[config.mk]
export PLATFORM = sky130hd
export DESIGN_NAME = word_serializer_flat
export DESIGN_NICKNAME = d
export VERILOG_FILES = /design/src/rtl/word_serializer_if.sv /design/src/rtl/word_serializer.sv /design/src/flat_wrapper.sv
export SDC_FILE = /design/constraint.sdc
export NUM_CORES = 1
export LEC_CHECK = 0
export CORE_UTILIZATION = 40
export CTS_BUF_LIST = sky130_fd_sc_hd__clkbuf_4 sky130_fd_sc_hd__clkbuf_8 sky130_fd_sc_hd__clkbuf_16
export CTS_CLUSTER_DIAMETER = 60
export DETAILED_ROUTE_END_ITERATION = 16
export GPL_TIMING_DRIVEN = 0
export MAX_ROUTING_LAYER = met4
export PLACE_DENSITY = 0.69
export SYNTH_ARGS = -nofsm -noshare
export SYNTH_HDL_FRONTEND = slang
export SYNTH_SLANG_ARGS = --single-unit
[constraint.sdc]
create_clock -name clk -period 2.1 [get_ports clk]
set_clock_uncertainty 0.15 [all_clocks]
set_input_delay 0.42 -clock clk [delete_from_list [all_inputs] [get_ports clk]]
set_output_delay 0.42 -clock clk [all_outputs]
set_load 0.03 [all_outputs]
[src/rtl/word_serializer_if.sv]
// rtl/word_serializer_if.sv - handshake and serial-output bundle for word_serializer
//
// Purpose: carries the parallel word handshake into the serializer and the
// registered serial stream plus status back out.
//
// Signals:
//   in_data   WIDTH  parallel word, sampled only on accept
//   in_valid  1      upstream word available
//   in_ready  1      serializer can accept a word this cycle
//   x         1      serial bit to the detector
//   x_valid   1      x carries a data bit this cycle
//   busy      1      serializer is shifting a word
//   bit_idx   IDX_W  index of the bit currently on x, 0 = first transmitted
//
// Modports:
//   master  upstream producer / observer side
//   slave   serializer side
interface word_serializer_if #(
    parameter int WIDTH = 8
);
    localparam int IDX_W = (WIDTH < 2) ? 1 : $clog2(WIDTH);

    logic [WIDTH-1:0] in_data;
    logic             in_valid;
    logic             in_ready;
    logic             x;
    logic             x_valid;
    logic             busy;
    logic [IDX_W-1:0] bit_idx;

    modport master (
        output in_data,
        output in_valid,
        input  in_ready,
        input  x,
        input  x_valid,
        input  busy,
        input  bit_idx
    );

    modport slave (
        input  in_data,
        input  in_valid,
        output in_ready,
        output x,
        output x_valid,
        output busy,
        output bit_idx
    );
endinterface

[src/rtl/word_serializer.sv]
// rtl/word_serializer.sv - parallel-to-serial stage feeding the 1101 sequence detector
//
// Purpose: accepts WIDTH-bit words on a valid/ready handshake and emits them
// one bit per clock on x, qualified by x_valid. A word offered on the last-bit
// cycle is loaded at that edge, so consecutive words stream with no idle gap
// and patterns that straddle a word boundary stay contiguous downstream.
//
// Parameters:
//   WIDTH      word width in bits (>= 2)
//   MSB_FIRST  1 = in_data[WIDTH-1] goes out first, 0 = in_data[0] first
//   IDLE_BIT   value held on x while no word is being shifted
//
// Ports:
//   clk  input  rising-edge system clock
//   clr  input  asynchronous active-low reset
//   bus  slave  handshake and serial output bundle (word_serializer_if)
module word_serializer #(
    parameter int   WIDTH     = 8,
    parameter bit   MSB_FIRST = 1'b1,
    parameter logic IDLE_BIT  = 1'b0
) (
    input  logic               clk,
    input  logic               clr,
    word_serializer_if.slave   bus
);

    localparam int               IDX_W = (WIDTH < 2) ? 1 : $clog2(WIDTH);
    localparam logic [IDX_W-1:0] LAST  = IDX_W'(WIDTH - 1);

    typedef enum logic {
        S_IDLE  = 1'b0,
        S_SHIFT = 1'b1
    } state_t;

    state_t           state_q, state_d;
    // Holds the bits not yet placed on x; the bit on x lives in x_q.
    logic [WIDTH-1:0] shreg_q, shreg_d;
    logic [IDX_W-1:0] bit_idx_q, bit_idx_d;
    logic             x_q, x_d;
    logic             x_valid_q, x_valid_d;
    logic             busy_q, busy_d;

    logic             on_last;
    logic             ready;
    logic             accept;

    // Ready in IDLE, and on the last bit of a word so the next word follows
    // without a gap.
    assign on_last = (state_q == S_SHIFT) && (bit_idx_q == LAST);
    assign ready   = (state_q == S_IDLE) || on_last;
    assign accept  = bus.in_valid && ready;

    always_comb begin
        state_d   = state_q;
        shreg_d   = shreg_q;
        bit_idx_d = bit_idx_q;
        x_d       = x_q;
        x_valid_d = x_valid_q;
        busy_d    = busy_q;

        if (accept) begin
            // The first bit goes straight to x; the rest is pre-shifted so
            // the next edge can take the next bit from the register's end.
            state_d   = S_SHIFT;
            bit_idx_d = '0;
            x_valid_d = 1'b1;
            busy_d    = 1'b1;
            if (MSB_FIRST) begin
                x_d     = bus.in_data[WIDTH-1];
                shreg_d = {bus.in_data[WIDTH-2:0], 1'b0};
            end else begin
                x_d     = bus.in_data[0];
                shreg_d = {1'b0, bus.in_data[WIDTH-1:1]};
            end
        end else begin
            case (state_q)
                S_IDLE: begin
                    x_d       = IDLE_BIT;
                    x_valid_d = 1'b0;
                    busy_d    = 1'b0;
                    bit_idx_d = '0;
                end
                S_SHIFT: begin
                    if (on_last) begin
                        // Word complete and nothing offered: drop back to idle.
                        state_d   = S_IDLE;
                        shreg_d   = '0;
                        bit_idx_d = '0;
                        x_d       = IDLE_BIT;
                        x_valid_d = 1'b0;
                        busy_d    = 1'b0;
                    end else begin
                        bit_idx_d = bit_idx_q + 1'b1;
                        if (MSB_FIRST) begin
                            x_d     = shreg_q[WIDTH-1];
                            shreg_d = {shreg_q[WIDTH-2:0], 1'b0};
                        end else begin
                            x_d     = shreg_q[0];
                            shreg_d = {1'b0, shreg_q[WIDTH-1:1]};
                        end
                    end
                end
                default: begin
                    state_d   = S_IDLE;
                    shreg_d   = '0;
                    bit_idx_d = '0;
                    x_d       = IDLE_BIT;
                    x_valid_d = 1'b0;
                    busy_d    = 1'b0;
                end
            endcase
        end
    end

    // Reset discards any word in flight; nothing is completed afterwards.
    always_ff @(posedge clk or negedge clr) begin
        if (!clr) begin
            state_q   <= S_IDLE;
            shreg_q   <= '0;
            bit_idx_q <= '0;
            x_q       <= IDLE_BIT;
            x_valid_q <= 1'b0;
            busy_q    <= 1'b0;
        end else begin
            state_q   <= state_d;
            shreg_q   <= shreg_d;
            bit_idx_q <= bit_idx_d;
            x_q       <= x_d;
            x_valid_q <= x_valid_d;
            busy_q    <= busy_d;
        end
    end

    assign bus.in_ready = ready;
    assign bus.x        = x_q;
    assign bus.x_valid  = x_valid_q;
    assign bus.busy     = busy_q;
    assign bus.bit_idx  = bit_idx_q;

endmodule
[src/flat_wrapper.sv]
// flat-port wrapper written by rule: the top's interface ports become plain ports
module word_serializer_flat 
#(
    parameter int   WIDTH     = 8,
    parameter bit   MSB_FIRST = 1'b1,
    parameter logic IDLE_BIT  = 1'b0
)
  (clk, clr, bus_in_data, bus_in_valid, bus_in_ready, bus_x, bus_x_valid, bus_busy, bus_bit_idx);
  word_serializer_if #(.WIDTH(WIDTH)) bus_i ();
  input  logic clk;
  input  logic clr;
  input wire logic [$bits(bus_i.in_data)-1:0] bus_in_data;
  input wire logic [$bits(bus_i.in_valid)-1:0] bus_in_valid;
  output wire logic [$bits(bus_i.in_ready)-1:0] bus_in_ready;
  output wire logic [$bits(bus_i.x)-1:0] bus_x;
  output wire logic [$bits(bus_i.x_valid)-1:0] bus_x_valid;
  output wire logic [$bits(bus_i.busy)-1:0] bus_busy;
  output wire logic [$bits(bus_i.bit_idx)-1:0] bus_bit_idx;
  assign bus_i.in_data = bus_in_data;
  assign bus_i.in_valid = bus_in_valid;
  assign bus_in_ready = bus_i.in_ready;
  assign bus_x = bus_i.x;
  assign bus_x_valid = bus_i.x_valid;
  assign bus_busy = bus_i.busy;
  assign bus_bit_idx = bus_i.bit_idx;
  word_serializer #(.WIDTH(WIDTH), .MSB_FIRST(MSB_FIRST), .IDLE_BIT(IDLE_BIT)) u_core (.clk(clk), .clr(clr), .bus(bus_i));
endmodule
==> results of run 1 <==
## layout make-up
type	count	area (um2)
fill	129	644.4
multi-input combinational	31	260.3
tap	16	20.02
buffer	3	20.02
sequential	13	325.3
clock buffer	4	30.03
inverter	9	33.78
timing repair buffer	18	172.7
## layout by cell type, fill, tap and decap left out
master and count:
clkdlybuf4s50_1 15, dfrtp_1 13, inv_1 9, mux2i_1 8, nand3_1 7, o221ai_1 6
buf_4 5, clkbuf_4 4, nor2_1 3, nand2b_4 1, buf_2 1, nand2_1 1
or2b_1 1, o21ai_0 1, mux2_2 1, ha_2 1, ha_4 1
## cells in the mapped netlist
library cell	instances	area share, %
ha_1	2	3.9
nor2_1	3	1.8
buf_2	1	0.78
buf_4	2	2.3
o21ai_0	1	0.78
buf_6	1	1.8
nand2_1	1	0.59
mux2_2	1	1.8
mux2i_1	8	13
dfrtp_1	13	51
inv_1	9	5.3
nand2b_4	1	2.1
o221ai_1	6	8.2
clkbuf_2	1	0.78
nand3_1	7	5.5
or2b_1	1	1.2
## layer usage
metal	vias up	global-route usage (%)	part of all wire (%)
met5	-	-	0
met1	239	22.13	48
met4	0	7.500	1.1
li1	239	-	-
met2	17	25.62	46
met3	2	4.741	5.4
## state kept, by name, summed over array words and instances, names as in the netlist
register and flops:
u_core.bus.bit_idx 3, u_core.bus.x 1, u_core.bus.x_valid 1, u_core.shreg_q 7, u_core.state_q 1
## critical path, stage by stage (launching register included)
cell             delay [ns]
dfrtp_1                0.36
buf_4                  0.11
clkdlybuf4s50_1        0.65
## through the flow
stage          setup slack (ns)  power, mW  std cells  TNS (ns)  instance area, um2
2_1_floorplan            0.1789     0.7746         58         0               640.6
3_3_place_gp            -0.3313     0.9694         90   -0.3313               820.8
3_5_place_dp            -0.3423     0.9819         90   -0.3423               820.8
4_1_cts                 0.03968      1.169         93         0               854.6
5_1_grt                 0.07471      1.245         94         0               862.1
6_report                 0.1359      1.165         94         0               862.1
## timing repair
item / CTS / global route
setup buffers: 1 / 1
gates resized for setup: 9 / 0
setup endpoints to repair: 1 / 1
pin swaps: 0 / 0
hold buffers: 0 / 0
## logic make-up (layout without fill, tap and decap cells)
logic type / after synthesis / in the layout
fa+ha+maj: 2 / 2
flops: 13 / 13
compound gates: 7 / 7
buf+inv: 14 / 34
mux: 9 / 9
simple gates: 13 / 13
## path summary, 6_finish.rpt
path                       cells after the start                            start                              to  slack [ns]
setup / recovery                               2  u_core.bus.bit_idx[0]$_DFF_PN0_                  bus_bit_idx[0]        0.14
hold / removal                                 1                              clr   u_core.shreg_q[4]$_DFFE_PN0P_        0.38
setup reg to reg                               5  u_core.bus.bit_idx[0]$_DFF_PN0_  u_core.bus.x_valid$_DFFE_PN0P_        0.42
hold reg to reg                                2    u_core.shreg_q[7]$_DFFE_PN0P_          u_core.bus.x$_DFF_PN0_        0.38
max in group asynchronous                      1                              clr   u_core.shreg_q[7]$_DFFE_PN0P_        1.01
min in group clk                               2    u_core.shreg_q[7]$_DFFE_PN0P_          u_core.bus.x$_DFF_PN0_        0.38
## power groups by stage
stage / Sequential (mW) / Clock, mW / Combinational, mW
floorplan: 0.498 / 0 / 0.277
global placement: 0.411 / 0 / 0.558
detailed placement: 0.415 / 0 / 0.567
CTS: 0.412 / 0.176 / 0.580
global route: 0.425 / 0.186 / 0.635
finish: 0.412 / 0.166 / 0.587
==> results.sh, run 1 <==
export IMPL_outcome="complete, no violations"
export IMPL_syn_nets=71
export IMPL_clock_root_buffer="clkbuf_4"
export IMPL_first_iter_violations=8
export IMPL_maxCapViolCount=0
export IMPL_hold_class="input pin to asynchronous set/reset pin"
export IMPL_postSynthCellCount=58
export IMPL_timing_hold_ws_ns=0.3751
export IMPL_yosysSeqAreaShare_pct=50.78
export IMPL_gp_congestion=0.7233
export IMPL_timing_final_crit_share_pct=93.53
export IMPL_min_period_ns=1.964
export IMPL_p_seq_share_pct=35.3
export IMPL_grt_pass1_vias=501
export IMPL_routed_via_density=5.287
export IMPL_p_int_mw=0.7181
export IMPL_slew_viol_final=0
export IMPL_leakagePower_nw=0.3889
export IMPL_crit_path_end_kind="primary output"
export IMPL_die_area_um2=1766
export IMPL_synth_xor_area_share_pct=0
export IMPL_synth_fa_ha_area_share_pct=3.906
export IMPL_die_w_um=42.02
export IMPL_grt_overflow_total=0
export IMPL_cp_start_kind="flip-flop"
export IMPL_fin_nets=92
export IMPL_synth_top_family_by_area="multiplexers"
export IMPL_grt_max_degree=14
export IMPL_yosysWarnings=0
export IMPL_track_usage_pct=17.21
export IMPL_setup_viol=0
export IMPL_p_per_area_nw_per_um2=1352
export IMPL_synth_cell_area_um2=640.6
export IMPL_combPwrFrac_pct=50.4
export IMPL_drive_above_1_share_pct=17.95
export IMPL_die_h_um=42.02
export IMPL_synth_area_per_cell_um2=11.05
export IMPL_synth_compound_area_share_pct=8.984
export IMPL_grt_pass1_wl_mm=2.242
export IMPL_cts_tree="yes"
export IMPL_start_util_pct=42.52
export IMPL_hold_viol=0
export IMPL_crit_path_max_fanout=2
export IMPL_rsz0062_at_grt="no"
export IMPL_synth_seq_cells=13
export IMPL_diodes=0
export IMPL_dp_hpwl_um=864.7
export IMPL_power_switching_mw=0.4472
export IMPL_worstSkewPairLatency_ns=0.27
export IMPL_p_sw_share_pct=38.38
export IMPL_drc_errors=0
export IMPL_peakVddDrop_v=0.0007148
export IMPL_wirelength_mm=1.271
export IMPL_clkSlewWorstSetupHoldPaths_ns=0.08
export IMPL_synth_distinct_cells=16
export IMPL_cp_arrival_ns=1.39
export IMPL_area_growth_syn_to_layout_pct=34.57
export IMPL_dr_pass1_iters=5
export IMPL_dr_total_vias=497
export IMPL_worstPathRequired_ns=1.53
export IMPL_numCtsBuffers=3
export IMPL_coreArea_um2=1506
export IMPL_yosys_area_share_simple_pct=11.13
export IMPL_antenna_found_initial=0
export IMPL_tightest_slew_ns=0.6324
export IMPL_path_class="flip-flop to primary output"
export IMPL_rows=14
export IMPL_clock_sinks=13
export IMPL_synth_mux_area_fraction_pct=14.26
export IMPL_top_level_ports=18
export IMPL_wl_per_cell_um=13.52
export IMPL_htree_levels=1
export IMPL_ant_nets=0
export IMPL_slew_headroom_pct=57.71
export IMPL_clock_power_share_pct=14.3
export IMPL_final_util_pct=57.23
export IMPL_clockBufferDepth=2
export IMPL_portBuffers=16
export IMPL_fmax_ghz=0.5091
Power figures use the tool's default switching activity.
==> run 2, diff against run 1 <==
- CTS_CLUSTER_DIAMETER: 60 -> 50
==> results of run 2 <==
Same layout as run 1: the final DEF is identical, and so are final timing and power.
